[src/rtl/spi_slave_pkg.sv]
// Shared register map and reset values for the SPI slave configuration register file.
package spi_slave_pkg;

    localparam int unsigned REG_MODE     = 0;
    localparam int unsigned REG_DUMMY    = 1;
    localparam int unsigned REG_WRAP_LO  = 2;
    localparam int unsigned REG_WRAP_HI  = 3;
    localparam int unsigned REG_STATUS   = 4;
    localparam int unsigned SCRATCH_BASE = 5;

    localparam int unsigned MODE_RST          = 0;
    localparam int unsigned DUMMY_RST_DEFAULT = 32;
    localparam int unsigned WRAP_RST          = 0;
    localparam int unsigned HOLD_RST          = 0;
    localparam int unsigned STATUS_RST        = 0;
    localparam int unsigned SCRATCH_RST       = 0;

endpackage

[src/rtl/spi_slave_addr_ptr.sv]
// Auto-incrementing access pointer: an optional load selects this cycle's address,
// and any access advances the pointer by one past it, wrapping modulo 2**ADDR_W.
module spi_slave_addr_ptr #(
    parameter int unsigned ADDR_W = 3
) (
    input  logic              clk_i,
    input  logic              rst_i,
    input  logic              load_i,
    input  logic [ADDR_W-1:0] load_addr_i,
    input  logic              step_i,
    output logic [ADDR_W-1:0] addr_o
);

    logic [ADDR_W-1:0] ptr_q, ptr_d;
    logic [ADDR_W-1:0] cur;

    always_comb begin
        cur   = load_i ? load_addr_i : ptr_q;
        ptr_d = step_i ? cur + ADDR_W'(1) : cur;
    end

    always_ff @(posedge clk_i) begin
        if (rst_i) begin
            ptr_q <= '0;
        end else begin
            ptr_q <= ptr_d;
        end
    end

    assign addr_o = cur;

endmodule

[src/rtl/spi_slave_regfile.sv]
// SPI slave configuration register file: mode, dummy cycles, atomically committed
// wrap length, W1C sticky status and scratch registers behind an auto-increment pointer.
module spi_slave_regfile
    import spi_slave_pkg::*;
#(
    parameter int unsigned REG_SIZE  = 8,
    parameter int unsigned NUM_REGS  = 8,
    parameter int unsigned DUMMY_RST = DUMMY_RST_DEFAULT,
    localparam int unsigned ADDR_W   = $clog2(NUM_REGS)
) (
    input  logic                  sclk,
    input  logic                  rst,
    input  logic                  addr_load,
    input  logic [ADDR_W-1:0]     addr_in,
    input  logic [REG_SIZE-1:0]   wr_data,
    input  logic                  wr_data_valid,
    input  logic                  rd_req,
    output logic [REG_SIZE-1:0]   rd_data,
    output logic                  rd_valid,
    input  logic [REG_SIZE-1:0]   status_set,
    output logic                  quad_en,
    output logic [REG_SIZE-1:0]   dummy_cycles,
    output logic [2*REG_SIZE-1:0] wrap_length,
    output logic                  cfg_update
);

    logic [ADDR_W-1:0]     acc_addr;
    logic [REG_SIZE-1:0]   mode_q, mode_d;
    logic [REG_SIZE-1:0]   dummy_q, dummy_d;
    logic [REG_SIZE-1:0]   shadow_q, shadow_d;
    logic [2*REG_SIZE-1:0] wrap_q, wrap_d;
    logic [REG_SIZE-1:0]   hold_q, hold_d;
    logic                  hold_pend_q, hold_pend_d;
    logic [REG_SIZE-1:0]   status_q, status_d;
    logic [REG_SIZE-1:0]   scratch_q [NUM_REGS];
    logic [REG_SIZE-1:0]   scratch_d [NUM_REGS];
    logic [REG_SIZE-1:0]   rd_data_q, rd_data_d;
    logic                  rd_valid_q, rd_valid_d;
    logic                  cfg_upd_q, cfg_upd_d;
    logic [REG_SIZE-1:0]   rd_val;
    logic [REG_SIZE-1:0]   status_clr;

    spi_slave_addr_ptr #(
        .ADDR_W (ADDR_W)
    ) u_ptr (
        .clk_i       (sclk),
        .rst_i       (rst),
        .load_i      (addr_load),
        .load_addr_i (addr_in),
        .step_i      (wr_data_valid | rd_req),
        .addr_o      (acc_addr)
    );

    // Reads see pre-write values; reg3 returns the snapshot taken by the last reg2 read once.
    always_comb begin
        case (acc_addr)
            ADDR_W'(REG_MODE):    rd_val = mode_q;
            ADDR_W'(REG_DUMMY):   rd_val = dummy_q;
            ADDR_W'(REG_WRAP_LO): rd_val = shadow_q;
            ADDR_W'(REG_WRAP_HI): rd_val = hold_pend_q ? hold_q : wrap_q[2*REG_SIZE-1:REG_SIZE];
            ADDR_W'(REG_STATUS):  rd_val = status_q;
            default:              rd_val = scratch_q[acc_addr];
        endcase
    end

    always_comb begin
        mode_d      = mode_q;
        dummy_d     = dummy_q;
        shadow_d    = shadow_q;
        wrap_d      = wrap_q;
        hold_d      = hold_q;
        hold_pend_d = hold_pend_q;
        scratch_d   = scratch_q;
        cfg_upd_d   = 1'b0;
        status_clr  = '0;

        if (wr_data_valid) begin
            case (acc_addr)
                ADDR_W'(REG_MODE):    begin mode_d  = wr_data; cfg_upd_d = 1'b1; end
                ADDR_W'(REG_DUMMY):   begin dummy_d = wr_data; cfg_upd_d = 1'b1; end
                ADDR_W'(REG_WRAP_LO): shadow_d = wr_data;
                ADDR_W'(REG_WRAP_HI): begin wrap_d = {wr_data, shadow_q}; cfg_upd_d = 1'b1; end
                ADDR_W'(REG_STATUS):  status_clr = wr_data;
                default:              scratch_d[acc_addr] = wr_data;
            endcase
        end

        if (rd_req && acc_addr == ADDR_W'(REG_WRAP_LO)) begin
            hold_d      = wrap_q[2*REG_SIZE-1:REG_SIZE];
            hold_pend_d = 1'b1;
        end else if (rd_req && acc_addr == ADDR_W'(REG_WRAP_HI)) begin
            hold_pend_d = 1'b0;
        end

        status_d   = (status_q & ~status_clr) | status_set;
        rd_valid_d = rd_req;
        rd_data_d  = rd_req ? rd_val : rd_data_q;
    end

    always_ff @(posedge sclk) begin
        if (rst) begin
            mode_q      <= REG_SIZE'(MODE_RST);
            dummy_q     <= REG_SIZE'(DUMMY_RST);
            shadow_q    <= REG_SIZE'(WRAP_RST);
            wrap_q      <= (2*REG_SIZE)'(WRAP_RST);
            hold_q      <= REG_SIZE'(HOLD_RST);
            hold_pend_q <= 1'b0;
            status_q    <= REG_SIZE'(STATUS_RST);
            for (int unsigned i = 0; i < NUM_REGS; i++) begin
                scratch_q[i] <= REG_SIZE'(SCRATCH_RST);
            end
            rd_data_q   <= '0;
            rd_valid_q  <= 1'b0;
            cfg_upd_q   <= 1'b0;
        end else begin
            mode_q      <= mode_d;
            dummy_q     <= dummy_d;
            shadow_q    <= shadow_d;
            wrap_q      <= wrap_d;
            hold_q      <= hold_d;
            hold_pend_q <= hold_pend_d;
            status_q    <= status_d;
            scratch_q   <= scratch_d;
            rd_data_q   <= rd_data_d;
            rd_valid_q  <= rd_valid_d;
            cfg_upd_q   <= cfg_upd_d;
        end
    end

    assign rd_data      = rd_data_q;
    assign rd_valid     = rd_valid_q;
    assign quad_en      = mode_q[0];
    assign dummy_cycles = dummy_q;
    assign wrap_length  = wrap_q;
    assign cfg_update   = cfg_upd_q;

endmodule

[config.mk]
export PLATFORM = sky130hd
export DESIGN_NAME = spi_slave_regfile
export DESIGN_NICKNAME = d
export VERILOG_FILES = /design/src/rtl/spi_slave_pkg.sv /design/src/rtl/spi_slave_addr_ptr.sv /design/src/rtl/spi_slave_regfile.sv
export SDC_FILE = /design/constraint.sdc
export NUM_CORES = 1
export LEC_CHECK = 0
export CORE_MARGIN = 5
export CORE_UTILIZATION = 40
export DETAILED_ROUTE_END_ITERATION = 8
export PLACE_DENSITY = 0.64
export SLEW_MARGIN = 20
export SYNTH_ARGS = -nofsm -noshare
export SYNTH_HDL_FRONTEND = slang
export SYNTH_SLANG_ARGS = --single-unit
[constraint.sdc]
create_clock -name sclk -period 4.3 [get_ports sclk]
set_clock_uncertainty 0.1 [all_clocks]
set_input_delay 1.29 -clock sclk [delete_from_list [all_inputs] [get_ports sclk]]
set_output_delay 1.29 -clock sclk [all_outputs]
set_load 0.1 [all_outputs]
* Yosys cells after proc, flatten, opt, wreduce, memory -nomap -nowiden
Index checks and enable logic that the tools add are counted.
W data, S select, Z words.
** Word-level totals
- Input port bits :: 24
- Flip-flop bits (word level) :: 134
- Logic and storage cells :: 61
- Output and inout bits :: 35
** Cells by class
- $lt $le $gt $ge :: 2
- Equality and inequality tests :: 4
- Add/sub/neg operators :: 1
- Mux-type cells :: 15
- Reduce and logical (&&, ||, !) cells :: 13
- Bitwise gates (word level) :: 7
** Operators by type and width (number)
- $bwmux W64 :: 1
- $mux W8 :: 6
- $pmux W8 S5 :: 1
- $bmux W8 S3 :: 1
- $demux W8 S3 :: 1
- $reduce_and A2 Y1 :: 5
- $and A8 B8 Y8 :: 1
- $not A8 Y8 :: 1
- $or A8 B8 Y8 :: 1
- $eq A3 B2 Y1 const B :: 2
- $mux W3 :: 2
- $reduce_or A5 Y1 :: 1
- $ge A4 B4 Y1 const B :: 1
- $lt A4 B1 Y1 const B :: 1
- $not A3 Y4 :: 1
- $add A3 B1 Y3 const B :: 1
- $eq A3 B1 Y1 const B :: 1
- $eq A3 B3 Y1 const B :: 1
- $logic_and A1 B1 Y1 :: 3
- $logic_not A3 Y1 :: 1
- $mux W1 :: 3
- $reduce_or A3 Y1 :: 1
- $not A1 Y1 :: 2
- $reduce_bool A2 Y1 :: 1
- other kinds (2) :: 2

* Depth between registers and ports, before layout
- Word-level depth :: 7
- Depth in mapped cells :: 11
- Gate-level depth less buffers :: 8

* Hierarchy
A second synthesis with hierarchy kept.
** Unflattened totals
- Cells, all modules :: 502
- Area, all modules :: 4087.7 um2
** Modules (own cells, without submodules)
- spi_slave_regfile :: sequential area each 1821.7 um2, times used 1, cells each 486, area each 3900.0 um2
- spi_slave_addr_ptr :: sequential area each 60.1 um2, times used 1, cells each 16, area each 187.7 um2

* Worst setup path after synthesis
No wires, ideal clock.
- Kind :: input to register
- Start point :: input addr_load
- End point :: register rd_data_q[1], in the netlist rd_data[1]
- Library setup time :: 0.136 ns
- Path slack :: 0.549 ns
- Data arrival time :: 3.516 ns
- Stages :: 11
- Data required time :: 4.064 ns
- Path buffers :: 3
- Cell sequence :: buf_6 mux2i_4 inv_2 buf_2 ha_1 or3_1 a21o_1 buf_6 a21o_1 a2111oi_2 o32ai_1
** On the way
- Longest elaborated chain between the ends :: 6
- Elaborated cells on any way between the ends :: 11
- Those cells by class :: eq/ne (4); mux (5); bitwise (1); reduce/logical (1)
** RTL lines
- start: declaration :: line spi_slave_regfile.sv:13 : input logic addr_load,
- $mux W3 * :: line spi_slave_addr_ptr.sv:18 : cur = load_i ? load_addr_i : ptr_q;
- $not A3 Y4 (not written as such) :: line spi_slave_regfile.sv:62 : default: rd_val = scratch_q[acc_addr];
- $bmux W8 S3 :: line spi_slave_regfile.sv:62
- $mux W8 (not written as such) (2 in a row) :: line spi_slave_regfile.sv:62
- $pmux W8 S5 * :: line spi_slave_regfile.sv:56 : case (acc_addr)
- end signal: assignment :: line spi_slave_regfile.sv:124 : rd_data_q <= rd_data_d;
- end: declaration :: line spi_slave_regfile.sv:37 : logic [REG_SIZE-1:0] rd_data_q, rd_data_d;
Mark *: on every way between the ends. The rest lies on a longest branch, timed or not. The select of a mux whose other input is x is not followed.
A chain may end at the register's enable or synchronous reset.

* Worst setup path after layout
- Start point :: input addr_load
- End point :: register rd_data_q[0], in the netlist rd_data[0]
The elaborated chain is that of the path after synthesis.

==> flow_metrics.tcl <==
set metrics [dict create \
    status "complete, no violations" \
    cap_violations 0 \
    hp-class "reg2reg" \
    die_h_um 130 \
    setup.worst_path.end_class "flop" \
    leakage_nw 2.98 \
    synthToLayoutAreaGrowth_pct 22.7 \
    holdBufCountCts 0 \
    drive_above_1_share_pct 12.3 \
    hold_viol_final 0 \
    cts_resized 0 \
    yosysTopAreaCellShare_pct 46.8 \
    min_period_over_period_pct 91.1 \
    startpoint_type "input pin" \
    rsz0062_at_grt "no" \
    cellPowerDensity_nw_per_um2 453 \
    netlist_instances 603 \
    antenna_found_initial 0 \
    ys_ff_latch 134 \
    netlist-cell-type-count 45 \
    finalCriticalPeriod_ps 3920 \
    worstPathArrival_ps 4080 \
    cp_data_required_time_ps 4470 \
    synth_commonest_cells "dfxtp_1, nor2_1, mux2i_1, nand2_1, a21oi_1" \
    ios 59 \
    reg2reg_to "rd_data[0]" \
    ys_seq_area_share_pct 46.8 \
    die_area_um2 16800 \
    syn-num-nets 631 \
    grt_max_degree 76 \
    rr_startpoint "u_ptr.ptr_q[1]" \
    holdPathEnd "scratch_q[24]" \
    dr.first_iter.drc_count 449 \
    antenna_cells 0 \
    start_util_pct 41.0 \
    ff2ff_path_depth 8 \
    vias_per_cell 5.46 \
    grtUsageTotal_pct 19.2 \
    drv_slew 0 \
    syn_avg_cell_area_um2 9.50 \
    clock-sinks 134 \
    grt_overflow_total 0 \
    vias 4611 \
    r2r_slack_ps 1610 \
    crit_type "in2reg" \
    setup_viol 0 \
    insertion_delay_ps 420 \
    utilization_pct 50.3 \
    holdPathStages 1 \
    grt_pass1_wl_mm 24.7 \
    fp.dieW_um 130 \
    synthTopCellsByArea "dfxtp_1, mux2i_1, nor2_1" \
    cp_max_fo 11 \
    rows 43 \
    cts_buffers 17 \
    clk_pin_slew_worst_paths_ps 60 \
    tightest_slew_ps 982 \
    cts_tree "done" \
    dp_hpwl_mm 10.5 \
    slew_headroom_pct 34.3 \
    synth_top_area_cell "dfxtp_1" \
    io_buffers 58 \
    ys.flop_type "dfxtp_1" \
    firstDrtPassIters 5 \
    fmax_mhz 255 \
    grt_pass1_vias 4535 \
    cts_root_buffer "clkbuf_16" \
    yosysMostFrequentCell "dfxtp_1" \
    synthArstFlopShare_pct 0 \
    ant_nets 0 \
    htree_levels 4 \
    synthesis.area_um2 5730 \
    synth_edf_count 0 \
    cts_setup_buffers 0 \
    drc 0 \
    crit_start "addr_load" \
    routed_wl_mm 15.5 \
    hold_start "scratch_q[24]" \
    ir_worst_vdd_mv 0.361 \
    final_nets 681 \
    synth-warning-count 0 \
    fin_setup_tns_ps 0 \
    cts.path.max_buffers 2 \
    wl_per_cell_um 18.4 \
    place.gp.congestion 0.910 \
    design.core.area_um2 14000 \
]
critical path, stage by stage:
cell,delay (ps)
clkdlybuf4s50_1,640
mux2i_4,310
inv_2,110
ha_1,220
or3_1,390
a21o_1,320
a21o_1,200
a2111oi_0,440
o32ai_1,150
cells in the final DEF (no fill, tap or decap), drive strengths merged:
master	n
a2111oi	7
a211o	1
a211oi	3
a21boi	1
a21o	7
a21oi	34
a222oi	8
a311oi	4
a31oi	2
a32oi	1
and2	1
and3	1
buf	21
bufinv	1
clkbuf	21
clkdlybuf4s50	57
clkinv	3
clkinvlp	4
dfxtp	134
ha	4
inv	9
mux2	9
mux2i	90
nand2	60
nand2b	8
nand3	9
nand4	1
nor2	98
nor2b	32
nor3	5
o21ai	9
o22ai	1
o2bb2ai	7
o32a	1
o32ai	7
or3	2
xnor2	2
through the flow:
step	instances	hold slack (ps)	power (W)	setup WS (ps)	cell area, um^2
after global routing	845	376	0.00331	253	7030
after global placement	814	353	0.00181	103	6450
after detailed placement	814	356	0.00182	0.904	6450
after CTS	845	368	0.00321	416	7030
final	845	367	0.00319	384	7030
after floorplan	603	338	0.00168	549	5730
worst max-delay path by stage:
stage                             to  slack, ps  cells after the start
after floorplan           rd_data[1]        550                     11
after global placement    rd_data[0]        100                      9
after detailed placement  rd_data[0]        0.9                      9
after CTS                 rd_data[0]        420                      9
after global routing      rd_data[0]        250                      9
final                     rd_data[0]        380                      9
kinds of logic (layout without fill, tap and decap cells):
group / count (synthesis) / count (layout) / synth area share [%]
AO/OA/AOI/OAI: 93 / 93 / 11.8
XOR/XNOR: 2 / 2 / 0.306
adder cells (fa/ha/maj): 4 / 4 / 0.873
buffers and inverters: 54 / 116 / 4.74
flip-flops: 134 / 134 / 46.8
multiplexers: 99 / 99 / 18.1
AND/OR/NAND/NOR: 217 / 217 / 17.3
layout make-up:
class | count | area (um^2)
Clock buffer | 21 | 480
Fill cell | 1279 | 6960
Clock inverter | 10 | 96.3
Inverter | 7 | 28.8
Multi-Input combinational cell | 415 | 2780
Timing Repair Buffer | 78 | 741
Tap cell | 180 | 225
Sequential cell | 134 | 2680
sequential cells by signal (all words and copies together), names as in the netlist, 3 cells and up:
register	cells
dummy_cycles	8
rd_data	8
status_q	8
shadow_q	8
mode_q	8
u_ptr.ptr_q	3
scratch_q	64
hold_q	8
wrap_length	16
per-layer routing:
layer / up-vias / GRT usage, % / wire length, um
met4: 0 / 8.68 / 457
met3: 31 / 5.40 / 1130
li1: 2177 / - / -
met5: - / 0 / 0
met1: 2221 / 26.0 / 7090
met2: 182 / 28.7 / 6860
report_power, final:
group / internal, W / switching, W / leakage, nW
Combinational: 0.000163 / 0.000322 / 1.62
Sequential: 0.00128 / 0.0000320 / 1.09
Clock: 0.000854 / 0.000535 / 0.274
(Power assumes the default switching activity.)
